===== config.mk =====
export PLATFORM = sky130hd
export DESIGN_NAME = call_stack
export DESIGN_NICKNAME = d
export VERILOG_FILES = /design/src/rtl/call_stack_pkg.sv /design/src/rtl/call_stack_ram.sv /design/src/rtl/call_stack.sv
export SDC_FILE = /design/constraint.sdc
export NUM_CORES = 1
export LEC_CHECK = 0
export BUFFER_PORTS_ARGS = -buffer_cell sky130_fd_sc_hd__buf_2
export CORE_MARGIN = 4
export CORE_UTILIZATION = 45
export DETAILED_ROUTE_END_ITERATION = 10
export SYNTH_ARGS = -nofsm -noshare
export SYNTH_HDL_FRONTEND = slang
export SYNTH_SLANG_ARGS = --single-unit
export TNS_END_PERCENT = 1

===== constraint.sdc =====
create_clock -name clk -period 3.7 [get_ports clk]
set_input_delay 0 -clock clk [delete_from_list [all_inputs] [get_ports clk]]
set_output_delay 0 -clock clk [all_outputs]
set_load 0.05 [all_outputs]

===== src/rtl/call_stack_pkg.sv =====
// Shared constants for the PC path and the return-address stack,
// plus the encoding of the {push,pop} request pair.
package call_stack_pkg;

  localparam int unsigned PC_WIDTH    = 12;
  localparam int unsigned STACK_DEPTH = 8;

  typedef enum logic [1:0] {
    OP_NOP     = 2'b00,
    OP_POP     = 2'b01,
    OP_PUSH    = 2'b10,
    OP_REPLACE = 2'b11
  } op_e;

endpackage


===== src/rtl/call_stack_ram.sv =====
// DEPTH x WIDTH storage for the call stack: one synchronous write port,
// one asynchronous read port, contents are not reset.
module call_stack_ram #(
  parameter int unsigned WIDTH = 12,
  parameter int unsigned DEPTH = 8,
  parameter int unsigned AW    = 3
) (
  input  logic             clk,
  input  logic             we,
  input  logic [AW-1:0]    waddr,
  input  logic [WIDTH-1:0] wdata,
  input  logic [AW-1:0]    raddr,
  output logic [WIDTH-1:0] rdata_c
);

  logic [WIDTH-1:0] mem [DEPTH];

  always_ff @(posedge clk) begin
    if (we) mem[waddr] <= wdata;
  end

  assign rdata_c = mem[raddr];

endmodule


===== src/rtl/call_stack.sv =====
// Return-address stack: registered top-of-stack, occupancy count,
// full/empty status and sticky overflow/underflow flags.
module call_stack
  import call_stack_pkg::*;
#(
  parameter int unsigned WIDTH = PC_WIDTH,
  parameter int unsigned DEPTH = STACK_DEPTH,
  parameter int unsigned PTR_W = $clog2(DEPTH)
) (
  input  logic             clk,
  input  logic             rst,
  input  logic             push,
  input  logic             pop,
  input  logic [WIDTH-1:0] stack_in,
  output logic [WIDTH-1:0] stack_out,
  output logic             empty,
  output logic             full,
  output logic [PTR_W:0]   count,
  output logic             overflow,
  output logic             underflow
);

  localparam int unsigned CNT_W = PTR_W + 1;

  op_e              op;
  logic [CNT_W-1:0] count_n;
  logic [WIDTH-1:0] out_n;
  logic             ov_n;
  logic             uf_n;
  logic             we;
  logic [PTR_W-1:0] waddr;
  logic [PTR_W-1:0] raddr;
  logic [WIDTH-1:0] rdata_c;

  call_stack_ram #(
    .WIDTH (WIDTH),
    .DEPTH (DEPTH),
    .AW    (PTR_W)
  ) u_ram (
    .clk     (clk),
    .we      (we),
    .waddr   (waddr),
    .wdata   (stack_in),
    .raddr   (raddr),
    .rdata_c (rdata_c)
  );

  // Next-state decode; raddr always points at the entry below the top
  // so a pop can reload stack_out from it in the same cycle.
  always_comb begin
    op      = op_e'({push, pop});
    count_n = count;
    out_n   = stack_out;
    ov_n    = overflow;
    uf_n    = underflow;
    we      = 1'b0;
    waddr   = count[PTR_W-1:0];
    raddr   = PTR_W'(count - CNT_W'(2));
    case (op)
      OP_NOP: ;
      OP_PUSH: begin
        if (full) begin
          ov_n = 1'b1;
        end else begin
          we      = 1'b1;
          count_n = count + CNT_W'(1);
          out_n   = stack_in;
        end
      end
      OP_POP: begin
        if (empty) begin
          uf_n = 1'b1;
        end else begin
          count_n = count - CNT_W'(1);
          out_n   = (count == CNT_W'(1)) ? '0 : rdata_c;
        end
      end
      OP_REPLACE: begin
        we    = 1'b1;
        out_n = stack_in;
        if (empty) begin
          waddr   = '0;
          count_n = CNT_W'(1);
          uf_n    = 1'b1;
        end else begin
          waddr = PTR_W'(count - CNT_W'(1));
        end
      end
      default: ;
    endcase
  end

  // State and status registers; empty/full track count_n so they
  // always agree with the registered count.
  always_ff @(posedge clk) begin
    if (rst) begin
      count     <= '0;
      stack_out <= '0;
      empty     <= 1'b1;
      full      <= 1'b0;
      overflow  <= 1'b0;
      underflow <= 1'b0;
    end else begin
      count     <= count_n;
      stack_out <= out_n;
      empty     <= (count_n == '0);
      full      <= (count_n == CNT_W'(DEPTH));
      overflow  <= ov_n;
      underflow <= uf_n;
    end
  end

endmodule

==> results.txt <==
The total count of max-transition violations in the final report was 0. Based on the critical path, the design can be clocked at up to around 400 MHz. The quantity of I/O buffers inserted on ports came out at 35. 0 antenna diodes ended up in the layout. The post-synthesis average cell area is 16.08 um2. The power per cell area came out at ~600 nW/um2.

The cell depth of the worst hold path is 2. The worst setup path is captured at a register. The number of vias after detailed routing is 2808. Post-CTS timing repair inserted 0 buffers for setup. The area inside the core boundary is 10420 um2. The relative area change from synthesis to final layout came out at 21.90%.

The clock tree root buffer cell is clkbuf_8. The synthesized net count came out at about 330. The proportion of synthesized chip area in sequential cells came out at 0.6784. Counting distinct cell types in the post-synthesis netlist gives 39. The via count of the first global-routing pass is 2911.

The number of nets with antenna violations after detailed routing is 0. The final period utilization is 0.6682. Clock latency on the worst-skew pair, taken at its later pin, is between 0.5 and 0.6 ns. The largest net degree at the start of global routing came out at 32. Synthesis produced ~300 cells. Setup repair after global routing left no endpoint under its margin.

For this run, the number of Yosys warnings is 0. The worst register-to-register path begins at count[0]$_SDFF_PP0_. The path class of the tightest hold or removal check is in2reg. The post-DP HPWL came out at 6.413 mm. The critical path is of the reg2reg type. TritonCTS built the clock tree. The number of antenna violations at the first check in global routing came out at 0. The critical path data required time is approximately 3.9 ns. The first-pass GRT wire length came out at roughly 17 mm. The worst hold path begins at stack_in[2].

The total power consumption of the routed design is ~3.5 mW. The clock transition at the register clock pins on the worst setup and hold paths after CTS is about 0.050 ns. The via density per instance came out at 5.463.

36 I/O pins were placed. The path with the worst hold slack has its endpoint at u_ram.mem[6][2]$_DFFE_PP_. The number of H-tree branching levels came out at 4. The leakage dissipation is roughly 2.1 nW. The count of unresolved DRC violations after routing came out at 0. The area of the mapped netlist is around 4800 um2.

The end of the worst register-to-register path is u_ram.mem[6][3]$_DFFE_PP_. Measured in cells, the most critical reg-to-reg path has a length of 6. For this configuration, the core starts out at a cell density of 0.4646. Adding up every negative setup slack in the final design gives 0 ns. In the global route stage, overall resource usage came out at 0.1803.

The tool flagged a number of max-cap violations equal to 0. The run finished with clean final reports. The total count of hold-check failures in the final report came out at 0. The worst clock skew on the final layout is 0.01488 ns. The area of the die came out at around 12000 um2.

Once the clock tree was built, the resizer swapped 0 gates to a different size. Setup violations remaining at the end of the flow were counted as 0. The number of DRC violations after detailed-routing iteration 0 came out at 171.

The final weighted congestion of routability-driven global placement came out at 0.8184. Of the cells placed in the final design, the portion with a size suffix greater than 1 is 0.2593. The TritonCTS buffer count came out at 17. The count of state elements after synthesis came out at around 120. The relative max-transition margin is 0.4137. The worst voltage drop across the vdd grid came out at between 0.3 and 0.4 mV. The number of hold buffers added after CTS was 16. The detail-routed net length per standard cell is 20.54 um. The standard-cell row count came out at 37. STA puts the critical path data arrival time at 2.68 ns. The shortest period the worst path allows came out at about 2.5 ns. The floorplan step set the die width to 111.7 um. The net count of the finished layout is approximately 390.

The post-detailed-routing wire length is between 10 and 15 mm. The leftover overflow at the end of global routing came out at 0. Clock tree synthesis found a total of 116 sinks. For flop-to-flop paths, the worst setup slack is approximately 1.2 ns.

STA classifies the critical path startpoint as a register. The total iterations of the first detailed-routing run came out at 4. The number of buffers between clock root and the deepest sink is 2. The die boundary height came out at about 110 um. Along the worst path, the maximum fanout reaches 8. The pin slew with the least headroom to its limit came out at 0.8795 ns.
## power breakdown
group	leakage [nW]	total [mW]	internal, mW	switching (mW)
clock network	0.265	1.54	1.01	0.534
logic	0.782	0.484	0.181	0.304
registers	1.04	1.51	1.48	0.0297
total	2.08	3.54	2.68	0.867
## flip-flops by register name, summed over array words and instances, names as in the netlist
register	flops
u_ram.mem	96
stack_out	12
count	4
empty	1
full	1
overflow	1
underflow	1
## layout make-up
| class | instances | area (um2) |
|---|---|---|
| tap | 136 | 170.2 |
| clock inverter | 12 | 137.6 |
| fill | 831 | 4517 |
| inverter | 6 | 22.52 |
| sequential | 116 | 3284 |
| timing repair buffer | 62 | 417.9 |
| clock buffer | 20 | 425.4 |
| multi-input combinational | 162 | 1441 |
## how the worst max path moves through the flow
stage | start | endpoint | slack (ns) | cells after the start
6_report | count[0]$_SDFF_PP0_ | u_ram.mem[6][3]$_DFFE_PP_ | 1.23 | 6
5_1_grt | count[0]$_SDFF_PP0_ | u_ram.mem[6][3]$_DFFE_PP_ | 0.98 | 6
4_1_cts | count[0]$_SDFF_PP0_ | u_ram.mem[6][2]$_DFFE_PP_ | 1.22 | 6
3_5_place_dp | count[0]$_SDFF_PP0_ | u_ram.mem[6][1]$_DFFE_PP_ | 1.26 | 6
3_3_place_gp | count[0]$_SDFF_PP0_ | u_ram.mem[6][1]$_DFFE_PP_ | 1.31 | 6
2_1_floorplan | count[1]$_SDFF_PP0_ | u_ram.mem[5][0]$_DFFE_PP_ | 0.45 | 8
## worst max-delay path, stage by stage, from the launching register on
cell,delay (ns)
dfxtp_2,0.32
inv_1,0.10
ha_1,0.36
o31ai_1,0.53
nand2b_1,0.14
nor2_1,0.44
buf_4,0.28
## logic make-up after synthesis
family	count (synthesis)	share of synthesized area
flip-flops	116	0.6784
AND/OR/NAND/NOR	79	0.07420
AO/OA/AOI/OAI	36	0.05300
multiplexers	36	0.1404
buffers and inverters	23	0.02792
adder cells (fa/ha/maj)	8	0.02068
XOR/XNOR	3	0.005430
## Yosys cell counts (all sizes together)
library cell   n  area (um2)
edfxtp        96        2883
nor2          37       138.9
mux4          24       559.3
dfxtp         20       400.4
nor3          18       90.09
a211oi        12       90.09
buf           12       90.09
mux2i         12       120.1
nand2          9       33.78
ha             8       100.1
inv            6       22.52
nand2b         6       37.54
a21oi          5       25.02
clkbuf         5       22.52
o21ai          5       25.02
nor2b          3       18.77
xnor2          3       26.28
a21o           2       15.01
nand4          2       12.51
o31ai          2       15.01
or2            2       12.51
a21bo          1       10.01
a221oi         1       8.760
a222oi         1       10.01
a311o          1       10.01
a311oi         1       8.760
a31o           1       8.760
a31oi          1       6.260
and2b          1       8.760
and3           1       6.260
o211ai         1       7.510
o21a           1       7.510
o31a           1       8.760
## cells in the final DEF (no fill, tap or decap), drive strengths merged, types with 2 or more instances in the layout
| cell | Yosys | routed |
|---|---|---|
| ha | 8 | 8 |
| nand2 | 9 | 9 |
| nor2b | 3 | 3 |
| xnor2 | 3 | 3 |
| o21ai | 5 | 5 |
| mux4 | 24 | 24 |
| dfxtp | 20 | 20 |
| o31ai | 2 | 2 |
| inv | 6 | 6 |
| a21o | 2 | 2 |
| dlygate4sd3 | 0 | 16 |
| a211oi | 12 | 12 |
| nor2 | 37 | 37 |
| buf | 12 | 46 |
| edfxtp | 96 | 96 |
| clkinv | 0 | 6 |
| clkinvlp | 0 | 3 |
| nand2b | 6 | 6 |
| a21oi | 5 | 5 |
| nor3 | 18 | 18 |
| bufinv | 0 | 3 |
| or2 | 2 | 2 |
| clkbuf | 5 | 20 |
| nand4 | 2 | 2 |
| mux2i | 12 | 12 |
## through the flow
stage | hold WS (ns) | setup slack, ns | cells | cell area, um2 | util
2_1_floorplan | 0.09887 | 0.4508 | 301 | 4840 | -
6_report | 0.3196 | 1.228 | 514 | 5899 | 0.5664
3_3_place_gp | 0.2969 | 1.307 | 466 | 5176 | 0.4969
5_1_grt | 0.3328 | 0.9794 | 514 | 5899 | 0.5664
4_1_cts | 0.3056 | 1.225 | 514 | 5899 | 0.5664
3_5_place_dp | 0.3031 | 1.258 | 466 | 5176 | 0.4969
## layer usage
metal | vias up | share of wire | track usage
li1 | 1311 | - | -
met1 | 1393 | 0.42 | 0.2314
met2 | 85 | 0.50 | 0.2914
met3 | 19 | 0.052 | 0.04293
met4 | 0 | 0.028 | 0.08354
met5 | - | 0 | 0
Power figures use the tool's default switching activity.
